## src/rtl/wb_test_master.sv

```systemverilog
// wb_test_master: Wishbone classic initiator for DV benches.
//   A start pulse begins a run. The run writes NUM_WORDS patterned words
//   (data_k = SEED + k*32'h0101_0101) at BASE_ADR + 4*k. It then reads every
//   word back and compares each one against the pattern. At the end it reports
//   pass/fail, the mismatch count, the first failing address and any ack timeout.
// Ports:
//   wb_clk_i, wb_rst_i (sync, active-high), start_i
//   wb_cyc_o/wb_stb_o/wb_we_o/wb_sel_o/wb_adr_o/wb_dat_o, wb_dat_i, wb_ack_i
//   busy_o, done_o, pass_o, timeout_o, err_cnt_o, fail_adr_o
module wb_test_master #(
    parameter logic [31:0] BASE_ADR  = 32'h3000_0000,
    parameter int          NUM_WORDS = 8,
    parameter logic [31:0] SEED      = 32'hA5A5_0001,
    parameter int          TIMEOUT   = 255
) (
    input  logic        wb_clk_i,
    input  logic        wb_rst_i,
    input  logic        start_i,
    output logic        wb_cyc_o,
    output logic        wb_stb_o,
    output logic        wb_we_o,
    output logic [3:0]  wb_sel_o,
    output logic [31:0] wb_adr_o,
    output logic [31:0] wb_dat_o,
    input  logic [31:0] wb_dat_i,
    input  logic        wb_ack_i,
    output logic        busy_o,
    output logic        done_o,
    output logic        pass_o,
    output logic        timeout_o,
    output logic [7:0]  err_cnt_o,
    output logic [31:0] fail_adr_o
);
    localparam int          KW   = $clog2(NUM_WORDS + 1);
    localparam logic [31:0] STEP = 32'h0101_0101;
    localparam logic [KW-1:0] LAST = KW'(NUM_WORDS - 1);
    localparam logic [15:0] TLIM = 16'(TIMEOUT - 1);

    typedef enum logic [2:0] {IDLE, WR_REQ, WR_GAP, RD_REQ, RD_GAP, DONE} state_t;

    state_t        state_q;
    logic [KW-1:0] k_q;
    logic [15:0]   tcnt_q;
    logic          cyc_q, stb_q, we_q;
    logic [3:0]    sel_q;
    logic [31:0]   adr_q, dat_q;
    logic          busy_q, done_q, pass_q, to_q;
    logic [7:0]    err_q;
    logic [31:0]   fail_q;

    function automatic logic [31:0] adr_of(input logic [KW-1:0] k);
        return BASE_ADR + (32'(k) << 2);
    endfunction

    function automatic logic [31:0] pat_of(input logic [KW-1:0] k);
        return SEED + STEP * 32'(k);
    endfunction

    always_ff @(posedge wb_clk_i) begin
        if (wb_rst_i) begin
            state_q <= IDLE;
            k_q     <= '0;
            tcnt_q  <= '0;
            cyc_q   <= 1'b0;
            stb_q   <= 1'b0;
            we_q    <= 1'b0;
            sel_q   <= 4'h0;
            adr_q   <= '0;
            dat_q   <= '0;
            busy_q  <= 1'b0;
            done_q  <= 1'b0;
            pass_q  <= 1'b0;
            to_q    <= 1'b0;
            err_q   <= '0;
            fail_q  <= '0;
        end else begin
            case (state_q)
                IDLE, DONE: begin
                    if (start_i) begin
                        done_q  <= 1'b0;
                        pass_q  <= 1'b0;
                        to_q    <= 1'b0;
                        err_q   <= '0;
                        fail_q  <= '0;
                        busy_q  <= 1'b1;
                        k_q     <= '0;
                        tcnt_q  <= '0;
                        cyc_q   <= 1'b1;
                        stb_q   <= 1'b1;
                        we_q    <= 1'b1;
                        sel_q   <= 4'hF;
                        adr_q   <= adr_of('0);
                        dat_q   <= pat_of('0);
                        state_q <= WR_REQ;
                    end
                end
                WR_REQ, RD_REQ: begin
                    // Only REQ states look at ack, so acks while stb is low are ignored.
                    if (wb_ack_i) begin
                        cyc_q <= 1'b0;
                        stb_q <= 1'b0;
                        we_q  <= 1'b0;
                        sel_q <= 4'h0;
                        adr_q <= '0;
                        dat_q <= '0;
                        if (state_q == RD_REQ) begin
                            if (wb_dat_i != pat_of(k_q)) begin
                                if (err_q != 8'hFF) err_q <= err_q + 8'd1;
                                // Keep only the first failing address.
                                if (err_q == 8'h00) fail_q <= adr_q;
                            end
                            state_q <= RD_GAP;
                        end else begin
                            state_q <= WR_GAP;
                        end
                    end else if (tcnt_q == TLIM) begin
                        cyc_q   <= 1'b0;
                        stb_q   <= 1'b0;
                        we_q    <= 1'b0;
                        sel_q   <= 4'h0;
                        adr_q   <= '0;
                        dat_q   <= '0;
                        to_q    <= 1'b1;
                        pass_q  <= 1'b0;
                        done_q  <= 1'b1;
                        busy_q  <= 1'b0;
                        state_q <= DONE;
                    end else begin
                        tcnt_q <= tcnt_q + 16'd1;
                    end
                end
                WR_GAP: begin
                    // After the last write, start the read phase at word 0.
                    tcnt_q <= '0;
                    cyc_q  <= 1'b1;
                    stb_q  <= 1'b1;
                    sel_q  <= 4'hF;
                    if (k_q == LAST) begin
                        k_q     <= '0;
                        we_q    <= 1'b0;
                        adr_q   <= adr_of('0);
                        dat_q   <= '0;
                        state_q <= RD_REQ;
                    end else begin
                        k_q     <= k_q + 1'b1;
                        we_q    <= 1'b1;
                        adr_q   <= adr_of(k_q + 1'b1);
                        dat_q   <= pat_of(k_q + 1'b1);
                        state_q <= WR_REQ;
                    end
                end
                RD_GAP: begin
                    if (k_q == LAST) begin
                        done_q  <= 1'b1;
                        busy_q  <= 1'b0;
                        pass_q  <= (err_q == 8'h00);
                        state_q <= DONE;
                    end else begin
                        k_q     <= k_q + 1'b1;
                        tcnt_q  <= '0;
                        cyc_q   <= 1'b1;
                        stb_q   <= 1'b1;
                        sel_q   <= 4'hF;
                        adr_q   <= adr_of(k_q + 1'b1);
                        state_q <= RD_REQ;
                    end
                end
                default: state_q <= IDLE;
            endcase
        end
    end

    assign wb_cyc_o   = cyc_q;
    assign wb_stb_o   = stb_q;
    assign wb_we_o    = we_q;
    assign wb_sel_o   = sel_q;
    assign wb_adr_o   = adr_q;
    assign wb_dat_o   = dat_q;
    assign busy_o     = busy_q;
    assign done_o     = done_q;
    assign pass_o     = pass_q;
    assign timeout_o  = to_q;
    assign err_cnt_o  = err_q;
    assign fail_adr_o = fail_q;
endmodule

```

## config.mk

```make
export PLATFORM = sky130hd
export DESIGN_NAME = wb_test_master
export DESIGN_NICKNAME = d
export VERILOG_FILES = /design/src/rtl/wb_test_master.sv
export SDC_FILE = /design/constraint.sdc
export NUM_CORES = 1
export LEC_CHECK = 0
export ABC_AREA = 0
export CAP_MARGIN = 20
export CORE_MARGIN = 1
export CORE_UTILIZATION = 40
export CTS_CLUSTER_DIAMETER = 30
export DETAILED_ROUTE_END_ITERATION = 10
export PLACE_DENSITY_LB_ADDON = 0.15
export SYNTH_ARGS = -nofsm -noshare
export SYNTH_HDL_FRONTEND = slang
export SYNTH_SLANG_ARGS = --single-unit
```

## constraint.sdc

```tcl
create_clock -name wb_clk_i -period 3.6 [get_ports wb_clk_i]
set_input_delay 0.72 -clock wb_clk_i [delete_from_list [all_inputs] [get_ports wb_clk_i]]
set_output_delay 0.72 -clock wb_clk_i [all_outputs]
set_load 0.05 [all_outputs]
```

* Word-level counts from Yosys, hierarchy flattened
Cells that the tools add are included.
W data, S select, Z words.
** Cells by class
- $add $sub $neg :: 6
- Multiply operators :: 2
- Eq/ne operators :: 21
- Multiplexer cells :: 60
- Reductions and logical operators :: 18
** Operators with widths (number)
- $mux W32 :: 11
- $pmux W32 S4 :: 1
- $pmux W32 S3 :: 1
- $add A32 B29 Y32 const A :: 2
- $mux W16 :: 4
- $pmux W16 S4 :: 1
- $pmux W32 S2 :: 1
- $mul A25 B4 Y29 const A :: 2
- $mux W8 :: 5
- $ne A32 B32 Y1 :: 1
- $add A30 B6 Y31 const A :: 1
- $mux W31 :: 1
- $mux W4 :: 7
- $ne A2 B2 Y1 const B :: 11
- $add A16 B1 Y16 const B :: 1
- $eq A16 B8 Y1 const B :: 1
- $pmux W4 S4 :: 1
- $pmux W8 S2 :: 1
- $mux W3 :: 5
- $mux W1 :: 12
- $pmux W1 S3 :: 4
- $pmux W3 S4 :: 1
- $pmux W4 S3 :: 1
- $reduce_and A6 Y1 :: 2
- 21 further kinds :: 29
** Word-level totals
- Register bits after elaboration :: 137
- Logic and storage cells :: 121

* Longest topological paths before layout
- Word-level depth :: 7
- Depth in mapped cells :: 11
- Mapped depth without buffers :: 9

* Worst setup path after synthesis
OpenSTA, ideal clock, no wires.
- Path type :: reg-to-reg
- Start :: register k_q[0]
- End :: register err_q[4] (netlist: err_cnt_o[4])
- Setup time :: 0.135 ns
- Arrival :: 2.817 ns
- Path slack :: 0.648 ns
- Stages on the path, launching flop included :: 11
- Path through :: dfxtp_1 -> clkbuf_1 -> inv_1 -> ha_1 -> or4b_4 -> a2111oi_4 -> o221ai_2 -> o41a_1 -> buf_6 -> a41oi_1 -> a211oi_2
** Between the ends
- Word-level cells in the longest chain between the ends :: 5
** Ends and longest elaborated chain
- start: declaration :: RTL line 42 : logic [KW-1:0] k_q;
- start signal: assignment :: RTL line 145 : k_q <= k_q + 1'b1;
- start signal: assignment :: RTL line 159 : k_q <= k_q + 1'b1;
- $mul A25 B4 Y29 :: RTL line 56 : return SEED + STEP * 32'(k);
- $add A32 B29 Y32 :: RTL line 56
- $ne A32 B32 Y1 :: RTL line 107 : if (wb_dat_i != pat_of(k_q)) begin
- $ne A2 B2 Y1 (no source line)
- $reduce_and A6 Y1 (no source line)
- end signal: assignment :: RTL line 108 : if (err_q != 8'hFF) err_q <= err_q + 8'd1;
- end: declaration :: RTL line 48 : logic [7:0] err_q;
No other way between the ends.
A chain may end at the register's enable or synchronous reset.

* Worst setup path in the final report
- Start :: input wb_dat_i[1]
- End :: register err_q[4] (netlist: err_cnt_o[4])
** Between the ends
- Word-level cells in the longest chain between the ends :: 3
** Ends and longest elaborated chain
- start: declaration :: RTL line 25 : input logic [31:0] wb_dat_i,
- $ne A32 B32 Y1 :: RTL line 107
- $ne A2 B2 Y1 (no source line)
- $reduce_and A6 Y1 (no source line)
No other way between the ends.

==> metrics.csv <==
metric;value;unit
diodes;0;
finalHoldViolations;0;
vias;3515;
required;3800;ps
power.density;363;mW/mm^2
drcViolationCount;0;
initial_core_util;41.2;%
synthArstFlopShare;0;%
synth_adder_area_share;4.03;%
io_buffers;91;
hold_path_class;reg2reg;
worstPathArrival;3330;ps
worstSetupPathType;in2reg;
synth-edff-count;0;
io_pins;151;
syn_to_final_growth;21.7;%
synth-seq-area-share;30.3;%
final_common_cell;clkdlybuf4s50_1;
routed_wl;9360;um
hold_slack;468;ps
dieWidth;102;um
slew-limit-headroom;33.0;%
syn_avg_cell_area;8.03;sq um
h-tree-depth;3;
dieArea;0.0105;sq mm
rr_endpoint;err_cnt_o[4];
cts_resized;0;
fmax;319;MHz
synth_top_area_cell;dfxtp_1;
ir_drop;0.000202;V
end_kind;flop;
gr-usage-all-layers;17.8;%
synth_top_family_by_area;simple AND/OR/NAND/NOR gates;
antenna_left;0;
cap_viol_max_count;0;
wire_per_inst;13.2;um
grt_max_degree;50;
cp-endpoint;err_cnt_o[4];
dp_hpwl;6810;um
critPathMaxFanout;12;
r2r_start;k_q[0];
first_iter_violations;202;
finalCritPeriodShare;87.2;%
via_per_inst;4.96;
hold_buffers;0;
yosys.area_share.simple;22.7;%
synth-main-ff-cell;dfxtp_1;
syn_area;0.00403;sq mm
layout_common_cells;90 x clkdlybuf4s50_1, 61 x dfxtp_1, 59 x conb_1;
synth_xor_area_share;5.18;%
clk_pin_slew_worst_paths;70;ps
clock_latency;340;ps
netlist_instances;502;
cts_buffers;9;
netlist.area_leader.share;30.3;%
synth_mux_area_share;1.02;%
final_core_util;50.2;%
reg2reg_depth;8;
cts_sinks;61;
post_cts_buffers;0;
post-route-worst-setup-slack;461;ps
antenna_found_initial;0;
ys_ff_latch;61;
leakage;1.77;nW
r2r_setup_slack;470;ps
status;finished clean;
tightest_slew;1000;ps
gp_congestion;0.806;
yosys-top-cells-area;dfxtp_1 30%, buf_4 14%, nor2_1 4.8%;
fin_crit;3140;ps
grt-ovfl-total;0;
setup_viol;0;
num-nets-final;620;
synth_compound_area_share;18.0;%
crit_start;wb_dat_i[1];
grt_pass1_vias;3055;
synth_warnings;0;
rsz0062_at_grt;false;
drive_gt1_share;7.48;%
die_y;102;um
tritoncts;yes;
clock-root-buffer;clkbuf_8;
slew_violations;0;
dr.pass1.iters;4;
clk_path_buf_depth;2;
crit_path_start_kind;input pin;
synth.distinct_cells;63;
core_area;0.00977;sq mm
grt_pass1_wl;14500;um
clock_skew;11.4;ps
place_ws;119;ps
timing.setup.tns;0;ps
fp-row-count;36;
sequential cells by signal (all words and copies together), names as in the netlist, 3 cells and up:
signal	cells
wb_adr_o	5
tcnt_q	16
wb_dat_o	15
err_cnt_o	8
k_q	4
state_q	3
fail_adr_o	5
Yosys cell counts (3+ instances only):
cell and count:
clkbuf_1 17, nand3b_1 4, or3_1 5, buf_4 77, nand4_1 10, nor3b_1 3
nand3_1 14, o21ai_0 24, and2_1 4, a21o_1 4, nor3_1 9, nor2b_1 8
and3_1 5, dfxtp_1 61, a21oi_1 36, nor2_1 52, or2_2 5, xnor2_1 18
ha_1 13, inv_1 17, o31ai_1 3, a211oi_2 6, a22oi_1 10, nor4_1 4
a31oi_1 3, xor2_1 4, nand2b_1 6, buf_1 3, nand2_1 33, mux2i_1 3
per-stage QoR:
step	instances	total power, mW	cell area, sq um
after floorplan	560	1.12	4250
after detailed placement	693	1.17	4710
after global routing	708	1.86	4910
after CTS	708	1.79	4910
after global placement	693	1.17	4710
final	708	1.78	4910
cells by family (layout without fill, tap and decap cells):
group           count (synthesis)  in the layout
compound gates                106            106
xor+xnor                       23             23
fa+ha+maj                      13             13
buf+inv                       118            133
flops                          61             61
mux                             4              4
other cells                     1             59
simple gates                  176            176
power breakdown:
part / leakage [nW] / switching (mW) / total, mW / internal [mW]
Clock: 0.0947 / 0.267 / 0.621 / 0.354
Combinational: 1.18 / 0.331 / 0.453 / 0.123
Sequential: 0.494 / 0.0174 / 0.705 / 0.688
worst max-delay path, stage by stage:
cell	delay [ps]
clkdlybuf4s50_1	420
or4b_4	550
a2111oi_4	360
o221ai_2	170
o41a_1	660
a41oi_1	360
a211oi_2	80
per-layer routing:
layer	track usage [%]	vias up	part of all wire (%)
met5	0	-	0
met4	7.91	0	1.5
met3	2.80	14	5.4
met2	26.9	139	44
met1	24.9	1613	49
li1	-	1749	-
how the worst min path moves through the flow:
stage	startpoint	to	slack, ps	depth (start not counted)
after floorplan	tcnt_q[7]	tcnt_q[7]	480	2
after global placement	busy_o	busy_o	460	2
after detailed placement	busy_o	busy_o	470	2
after CTS	busy_o	busy_o	480	2
after global routing	busy_o	busy_o	490	2
final	busy_o	busy_o	470	2
layout make-up:
type / count / area, sq um
Fill cell: 963 / 4870
Multi-Input combinational cell: 381 / 2270
Sequential cell: 61 / 1220
Timing Repair Buffer: 101 / 981
Tap cell: 133 / 166
Clock buffer: 12 / 155
Inverter: 17 / 63.8
Clock inverter: 3 / 45.0
No activity file was read; power rests on OpenSTA's default activity.
